[config.mk]
export PLATFORM = sky130hd
export DESIGN_NAME = jtag_scan_sequencer
export DESIGN_NICKNAME = d
export VERILOG_FILES = /design/src/rtl/jtag_scan_sequencer.sv
export SDC_FILE = /design/constraint.sdc
export NUM_CORES = 1
export LEC_CHECK = 0
export ABC_AREA = 1
export CORE_ASPECT_RATIO = 1.5
export CORE_MARGIN = 2
export CORE_UTILIZATION = 50
export DETAILED_ROUTE_END_ITERATION = 10
export PLACE_DENSITY = 0.84
export SYNTH_ARGS = -nofsm -noshare
export SYNTH_HDL_FRONTEND = slang
export SYNTH_SLANG_ARGS = --single-unit
[constraint.sdc]
create_clock -name CLK -period 8.63 [get_ports CLK]
set_clock_uncertainty 0.2 [all_clocks]
set_input_delay 1.726 -clock CLK [delete_from_list [all_inputs] [get_ports CLK]]
set_output_delay 1.726 -clock CLK [all_outputs]
set_load 0.02 [all_outputs]
[src/rtl/jtag_scan_sequencer.sv]
// JTAG master: issues TAP reset / idle / IR / DR scan commands as TCK/TMS/TDI
// sequences, captures TDO and tracks a shadow copy of the target TAP state.
module jtag_scan_sequencer #(
  parameter int DATA_W  = 32,
  parameter int LEN_W   = 6,
  parameter int CLK_DIV = 2
) (
  input  logic              CLK,
  input  logic              TRST,
  input  logic              cmd_valid,
  output logic              cmd_ready,
  input  logic [1:0]        cmd_type,
  input  logic [LEN_W-1:0]  cmd_len,
  input  logic [DATA_W-1:0] cmd_data,
  output logic              rsp_valid,
  input  logic              rsp_ready,
  output logic [DATA_W-1:0] rsp_data,
  output logic              TCK_O,
  output logic              TMS_O,
  output logic              TDI_O,
  input  logic              TDO_I,
  output logic [3:0]        tap_state,
  output logic              busy
);

  localparam int DIV_W = (CLK_DIV > 1) ? $clog2(CLK_DIV) : 1;

  typedef enum logic [2:0] {S_IDLE, S_PRE, S_HEAD, S_SHIFT, S_TAIL, S_RESP} state_t;
  typedef enum logic [1:0] {CMD_RESET, CMD_IDLE, CMD_SCAN_IR, CMD_SCAN_DR} cmd_t;
  typedef enum logic [3:0] {
    TAP_TLR, TAP_RTI, TAP_SEL_DR, TAP_CAP_DR, TAP_SH_DR, TAP_EX1_DR, TAP_PA_DR, TAP_EX2_DR,
    TAP_UPD_DR, TAP_SEL_IR, TAP_CAP_IR, TAP_SH_IR, TAP_EX1_IR, TAP_PA_IR, TAP_EX2_IR, TAP_UPD_IR
  } tap_t;

  state_t             state;
  tap_t               tap_q, tap_nxt;
  cmd_t               typ_q;
  logic               ready_q, launch, cap_en;
  logic [DIV_W-1:0]   div_cnt;
  logic [LEN_W-1:0]   len_q, pat_cnt, bit_cnt, cap_idx, len_eff, head_len;
  logic [DATA_W-1:0]  data_q, shifted;
  logic               head_tms, head_done, shift_done, last_shift, shift_tdi;
  logic               is_scan, div_last, decide, fin;

  assign tap_state = tap_q;
  assign cmd_ready = ready_q & ~busy & ~rsp_valid;
  assign len_eff   = (int'(cmd_len) > DATA_W) ? LEN_W'(DATA_W) : cmd_len;

  always_comb begin
    tap_nxt = tap_q;
    unique case (tap_q)
      TAP_TLR:    tap_nxt = TMS_O ? TAP_TLR    : TAP_RTI;
      TAP_RTI:    tap_nxt = TMS_O ? TAP_SEL_DR : TAP_RTI;
      TAP_SEL_DR: tap_nxt = TMS_O ? TAP_SEL_IR : TAP_CAP_DR;
      TAP_CAP_DR: tap_nxt = TMS_O ? TAP_EX1_DR : TAP_SH_DR;
      TAP_SH_DR:  tap_nxt = TMS_O ? TAP_EX1_DR : TAP_SH_DR;
      TAP_EX1_DR: tap_nxt = TMS_O ? TAP_UPD_DR : TAP_PA_DR;
      TAP_PA_DR:  tap_nxt = TMS_O ? TAP_EX2_DR : TAP_PA_DR;
      TAP_EX2_DR: tap_nxt = TMS_O ? TAP_UPD_DR : TAP_SH_DR;
      TAP_UPD_DR: tap_nxt = TMS_O ? TAP_SEL_DR : TAP_RTI;
      TAP_SEL_IR: tap_nxt = TMS_O ? TAP_TLR    : TAP_CAP_IR;
      TAP_CAP_IR: tap_nxt = TMS_O ? TAP_EX1_IR : TAP_SH_IR;
      TAP_SH_IR:  tap_nxt = TMS_O ? TAP_EX1_IR : TAP_SH_IR;
      TAP_EX1_IR: tap_nxt = TMS_O ? TAP_UPD_IR : TAP_PA_IR;
      TAP_PA_IR:  tap_nxt = TMS_O ? TAP_EX2_IR : TAP_PA_IR;
      TAP_EX2_IR: tap_nxt = TMS_O ? TAP_UPD_IR : TAP_SH_IR;
      TAP_UPD_IR: tap_nxt = TMS_O ? TAP_SEL_DR : TAP_RTI;
    endcase
  end

  // Head pattern per command: RESET 111110, IDLE L zeros, DR 100, IR 1100.
  always_comb begin
    head_len = '0;
    head_tms = 1'b0;
    unique case (typ_q)
      CMD_RESET:   begin head_len = LEN_W'(6); head_tms = (pat_cnt < LEN_W'(5)); end
      CMD_IDLE:    head_len = len_q;
      CMD_SCAN_IR: begin head_len = LEN_W'(4); head_tms = (pat_cnt < LEN_W'(2)); end
      CMD_SCAN_DR: begin head_len = LEN_W'(3); head_tms = (pat_cnt == '0); end
    endcase
  end

  assign is_scan    = typ_q[1];
  assign head_done  = (pat_cnt == head_len);
  assign shift_done = (bit_cnt == len_q);
  assign last_shift = (bit_cnt == len_q - LEN_W'(1));
  assign shifted    = data_q >> bit_cnt;
  assign shift_tdi  = shifted[0];
  assign div_last   = (div_cnt == DIV_W'(CLK_DIV - 1));
  // A decision point is the edge that opens a TCK low phase (or the launch
  // edge right after accept); at each one the next bit is chosen or the
  // command completes.
  assign decide     = launch | (TCK_O & div_last);
  assign fin        = decide & (((state == S_HEAD) & (is_scan ? (len_q == '0) : head_done)) |
                                ((state == S_TAIL) & (pat_cnt != '0)));

  always_ff @(posedge CLK or posedge TRST) begin
    if (TRST) begin
      state     <= S_IDLE;
      tap_q     <= TAP_TLR;
      typ_q     <= CMD_RESET;
      ready_q   <= 1'b0;
      launch    <= 1'b0;
      cap_en    <= 1'b0;
      div_cnt   <= '0;
      len_q     <= '0;
      pat_cnt   <= '0;
      bit_cnt   <= '0;
      cap_idx   <= '0;
      data_q    <= '0;
      TCK_O     <= 1'b0;
      TMS_O     <= 1'b1;
      TDI_O     <= 1'b0;
      rsp_valid <= 1'b0;
      rsp_data  <= '0;
      busy      <= 1'b0;
    end else begin
      ready_q <= 1'b1;
      unique case (state)
        S_IDLE: begin
          TCK_O <= 1'b0;
          TDI_O <= 1'b0;
          TMS_O <= (tap_q != TAP_RTI);
          if (cmd_valid && cmd_ready) begin
            typ_q    <= cmd_t'(cmd_type);
            len_q    <= len_eff;
            data_q   <= cmd_data;
            rsp_data <= '0;
            busy     <= 1'b1;
            launch   <= 1'b1;
            cap_en   <= 1'b0;
            div_cnt  <= '0;
            pat_cnt  <= '0;
            bit_cnt  <= '0;
            state    <= (cmd_type[1] && tap_q == TAP_TLR && len_eff != '0) ? S_PRE : S_HEAD;
          end
        end
        S_RESP: begin
          if (rsp_ready) begin
            rsp_valid <= 1'b0;
            state     <= S_IDLE;
          end
        end
        default: begin
          if (fin) begin
            launch    <= 1'b0;
            cap_en    <= 1'b0;
            TCK_O     <= 1'b0;
            TDI_O     <= 1'b0;
            TMS_O     <= (tap_q != TAP_RTI);
            busy      <= 1'b0;
            rsp_valid <= 1'b1;
            state     <= S_RESP;
          end else if (decide) begin
            launch  <= 1'b0;
            TCK_O   <= 1'b0;
            div_cnt <= '0;
            cap_en  <= 1'b0;
            TDI_O   <= 1'b0;
            case (state)
              S_PRE: begin
                TMS_O <= 1'b0;
                state <= S_HEAD;
              end
              S_HEAD, S_SHIFT: begin
                if (state == S_HEAD && !head_done) begin
                  TMS_O   <= head_tms;
                  pat_cnt <= pat_cnt + 1'b1;
                end else if (!shift_done) begin
                  TMS_O   <= last_shift;
                  TDI_O   <= shift_tdi;
                  cap_en  <= 1'b1;
                  cap_idx <= bit_cnt;
                  bit_cnt <= bit_cnt + 1'b1;
                  state   <= S_SHIFT;
                end else begin
                  TMS_O   <= 1'b1;
                  pat_cnt <= '0;
                  state   <= S_TAIL;
                end
              end
              default: begin
                TMS_O   <= 1'b0;
                pat_cnt <= LEN_W'(1);
              end
            endcase
          end else if (div_last) begin
            div_cnt <= '0;
            TCK_O   <= ~TCK_O;
            if (!TCK_O) begin
              tap_q <= tap_nxt;
              if (cap_en)
                rsp_data <= rsp_data | (DATA_W'(TDO_I) << cap_idx);
            end
          end else begin
            div_cnt <= div_cnt + 1'b1;
          end
        end
      endcase
    end
  end

endmodule

==> key figures <==
Run status
  • Result of the run: completed

GRT
  • Global route total overflow: 0
  • Vias in the first global route: 4733
  • Pin count of the biggest net entering global routing: 86
  • GRT Util Overall: 21.9%
  • Initial antenna violation count: 0
  • First-pass GRT wire length: 21800 um

Worst setup path
  • CP Data Required Time: 8.68 ns
  • Kind of start point of the critical path: input port
  • Start-to-end type of the worst setup path: input port to flop
  • Data arrival at the endpoint of the critical path: 3.94 ns
  • Critical-path cell with the highest stage delay: sky130_fd_sc_hd__buf_4
  • Largest stage delay on the critical path: 0.58 ns
  • Cell breakdown of the critical path: clkdlybuf4s50_1 > nand2_1 > nor2_4 > buf_4 > inv_2 > nor2_1 > inv_1 > o22ai_1
  • Critical path peak fanout: 83
  • Crit end category: flop
  • R2R Path Start: state[0]
  • Crit path from: cmd_valid

STA
  • Final setup violation count: 0
  • Final Hold Fails: 0
  • Worst-case headroom to the max-slew limit: 29.5%
  • Setup TNS: 0 ns
  • Worst Hold Slack: 0.267 ns
  • Slew at the pin closest to its max-slew limit: 1.06 ns
  • RSZ-0062 raised after global routing: false
  • Crit path time final: 3.88 ns
  • Max Freq: 0.257 GHz
  • Final period utilization: 45.0%
  • Slew Limit Fails: 0

Yosys
  • Register bit count reported by yosys: 106
  • Post-synthesis cell count: 720
  • Syn_area_per_cell: 7.68 sq um
  • Netlist area before placement: 5530 sq um
  • Number of warning messages in the yosys log: 0
  • Sequential cell area fraction in the yosys report: 48.0%
  • Net Count, Synth: 769
  • Leading post-synthesis cells by cell area: sky130_fd_sc_hd__dfrtp_1 47%, sky130_fd_sc_hd__nand2_1 14%, sky130_fd_sc_hd__nor2_1 6.2%, sky130_fd_sc_hd__o21ai_0 4.4%, sky130_fd_sc_hd__inv_1 4.4%
  • Number of library cell types mapped by synthesis: 47
  • Largest area contributor in the synthesized netlist: sky130_fd_sc_hd__dfrtp_1
  • Post-synth top area share: 47.5%

Clock network
  • Cells resized by post-CTS repair: 0
  • Root buf cell: sky130_fd_sc_hd__clkbuf_16
  • Sink Count: 106
  • CTS tree: done
  • Post-CTS Repair Setup Buffers: 0
  • H-tree depth: 3
  • Clock slew at reported path FFs: 0.07 ns
  • Clock network latency to the later pin of the worst-skew pair: 0.34 ns
  • Clock buffers created by TritonCTS: 9
  • Maximum clock insertion buffer count: 2
  • Post-CTS Hold Buffers: 0

Finish
  • Commonest non-fill, non-tap cells in the layout: 199 x sky130_fd_sc_hd__nand2_1, 105 x sky130_fd_sc_hd__dfrtp_1, 91 x sky130_fd_sc_hd__nor2_1
  • Area of the multi-input gates: 2490 sq um
  • Antenna fix cells: 0
  • Final std cells w/o fill: 948
  • Seq. cell area: 2650 sq um
  • Commonest non-fill, non-tap cell in the layout: sky130_fd_sc_hd__nand2_1
  • Area growth from synthesis to final layout: 22.4%
  • Fraction of layout cells with a size suffix above 1: 6.99%
  • Final Instance Area: 6770 sq um
  • NumNets Final: 845
  • FILL cells: 968

Detailed routing
  • DRT antenna net count: 0
  • Drt first pass iters: 5
  • WL final: 12600 um
  • Via count: 5003
  • Avg Vias per Cell: 5.28
  • Violation count after the first detailed-routing iteration: 376
  • WL/cell: 13.2 um
  • DRC errors left: 0

Floorplan
  • Top-level port count: 87
  • Core footprint: 10900 sq um
  • Die outline area: 11900 sq um
  • Die Y: 133 um
  • Horizontal die dimension: 89.9 um
  • Std cell rows: 47
  • Initial core utilization: 50.6%

Placement
  • Placed cell areas: 6480 sq um
  • Placer Congestion: 0.869
  • Detailed placement HPWL: 8930 um
  • Dpl cells: 932
  • Count of input and output buffers: 86

Min path
  • Launch point of the worst hold path: data_q[18]
  • Worst min path class: flop to flop

Power
  • Leakage power of the design: 0.00331 uW
  • Areal power density over the cells: 137 nW/um^2
  • Maximum vdd drop: 0.0928 mV
  • Overall Power: 925 uW

Flow run
  • Max-cap viol count: 0
-- synthesized netlist by cell type, drive strengths merged --
library cell,number
o311ai,1
xor2,9
a31oi,6
or2,2
o2111ai,2
o21ai,60
clkbuf,15
nand4,8
a21o,1
xnor2,4
a211oi,1
o22ai,4
dfrtp,105
nor3b,1
o211ai,3
nor3,15
ha,4
and3,1
o31ai,1
a21oi,45
nand3b,3
nor4,1
nand2,208
buf,8
inv,71
nand3,39
clkinv,1
dfstp,1
and2,1
a21boi,1
conb,1
nor2,97
-- power breakdown --
part           switching, uW  internal (uW)  leakage, uW
Combinational           14.2           18.5      0.00182
Clock                    194            202     0.000145
Sequential            0.0365            497      0.00134
Total                    208            717      0.00331
-- flip-flops by register name, summed over array words and instances, names as in the netlist, 2 cells and up --
name	cells
bit_cnt	6
cap_idx	6
data_q	32
len_q	6
pat_cnt	6
rsp_data	32
state	3
tap_state	4
typ_q	2
-- worst max-delay path, delay by kind of cell --
kind                   cells  cell delay [ns]
buffers and inverters      4             1.54
AOI/OAI and AO/OA          1             0.13
and+or+nand+nor            3             0.51
-- cell families (layout without fill, tap and decap cells) --
group | Yosys count | in the layout | synth area share [%]
xor gates and xnor gates | 13 | 13 | 2.06
DFF | 106 | 106 | 48.0
adders and majority gates | 4 | 4 | 0.905
and+or+nand+nor | 376 | 376 | 29.2
buffers and inverters | 95 | 176 | 7.12
other | 1 | 1 | 0.0678
AOI/OAI and AO/OA | 125 | 125 | 12.7
-- metrics by stage --
stage	utilization (%)	setup slack, ns
floorplan	-	3.92
global placement	59.3	4.46
detailed placement	59.3	4.39
CTS	61.9	4.74
global route	61.9	4.52
finish	61.9	4.75
-- layer usage --
metal | track usage [%] | vias to the layer above | routed length, um
met5 | 0 | - | 0
met4 | 7.01 | 0 | 205
met3 | 3.02 | 20 | 568
met2 | 38.5 | 161 | 6480
met1 | 28.0 | 2345 | 5300
li1 | - | 2477 | -
-- final cells by class --
class                   count  area share (%)
well taps                 147            2.72
flip-flops and latches    106            39.2
repair buffers             88            12.9
clock inverters             7           0.943
clock buffers               9            3.33
multi-input cells         519            36.8
inverters                  72            4.07
-- path summary, 6_finish.rpt --
path	endpoint	slack [ns]	cells after the start
worst max register to register	len_q[4]	5.80	8
max in group asynchronous	pat_cnt[4]	5.40	3
worst max-delay path	len_q[4]	4.75	8
worst min register to register	data_q[18]	0.27	2
worst min-delay path	data_q[18]	0.27	2
min in group asynchronous	rsp_data[0]	1.46	2
Power figures use the tool's default switching activity.
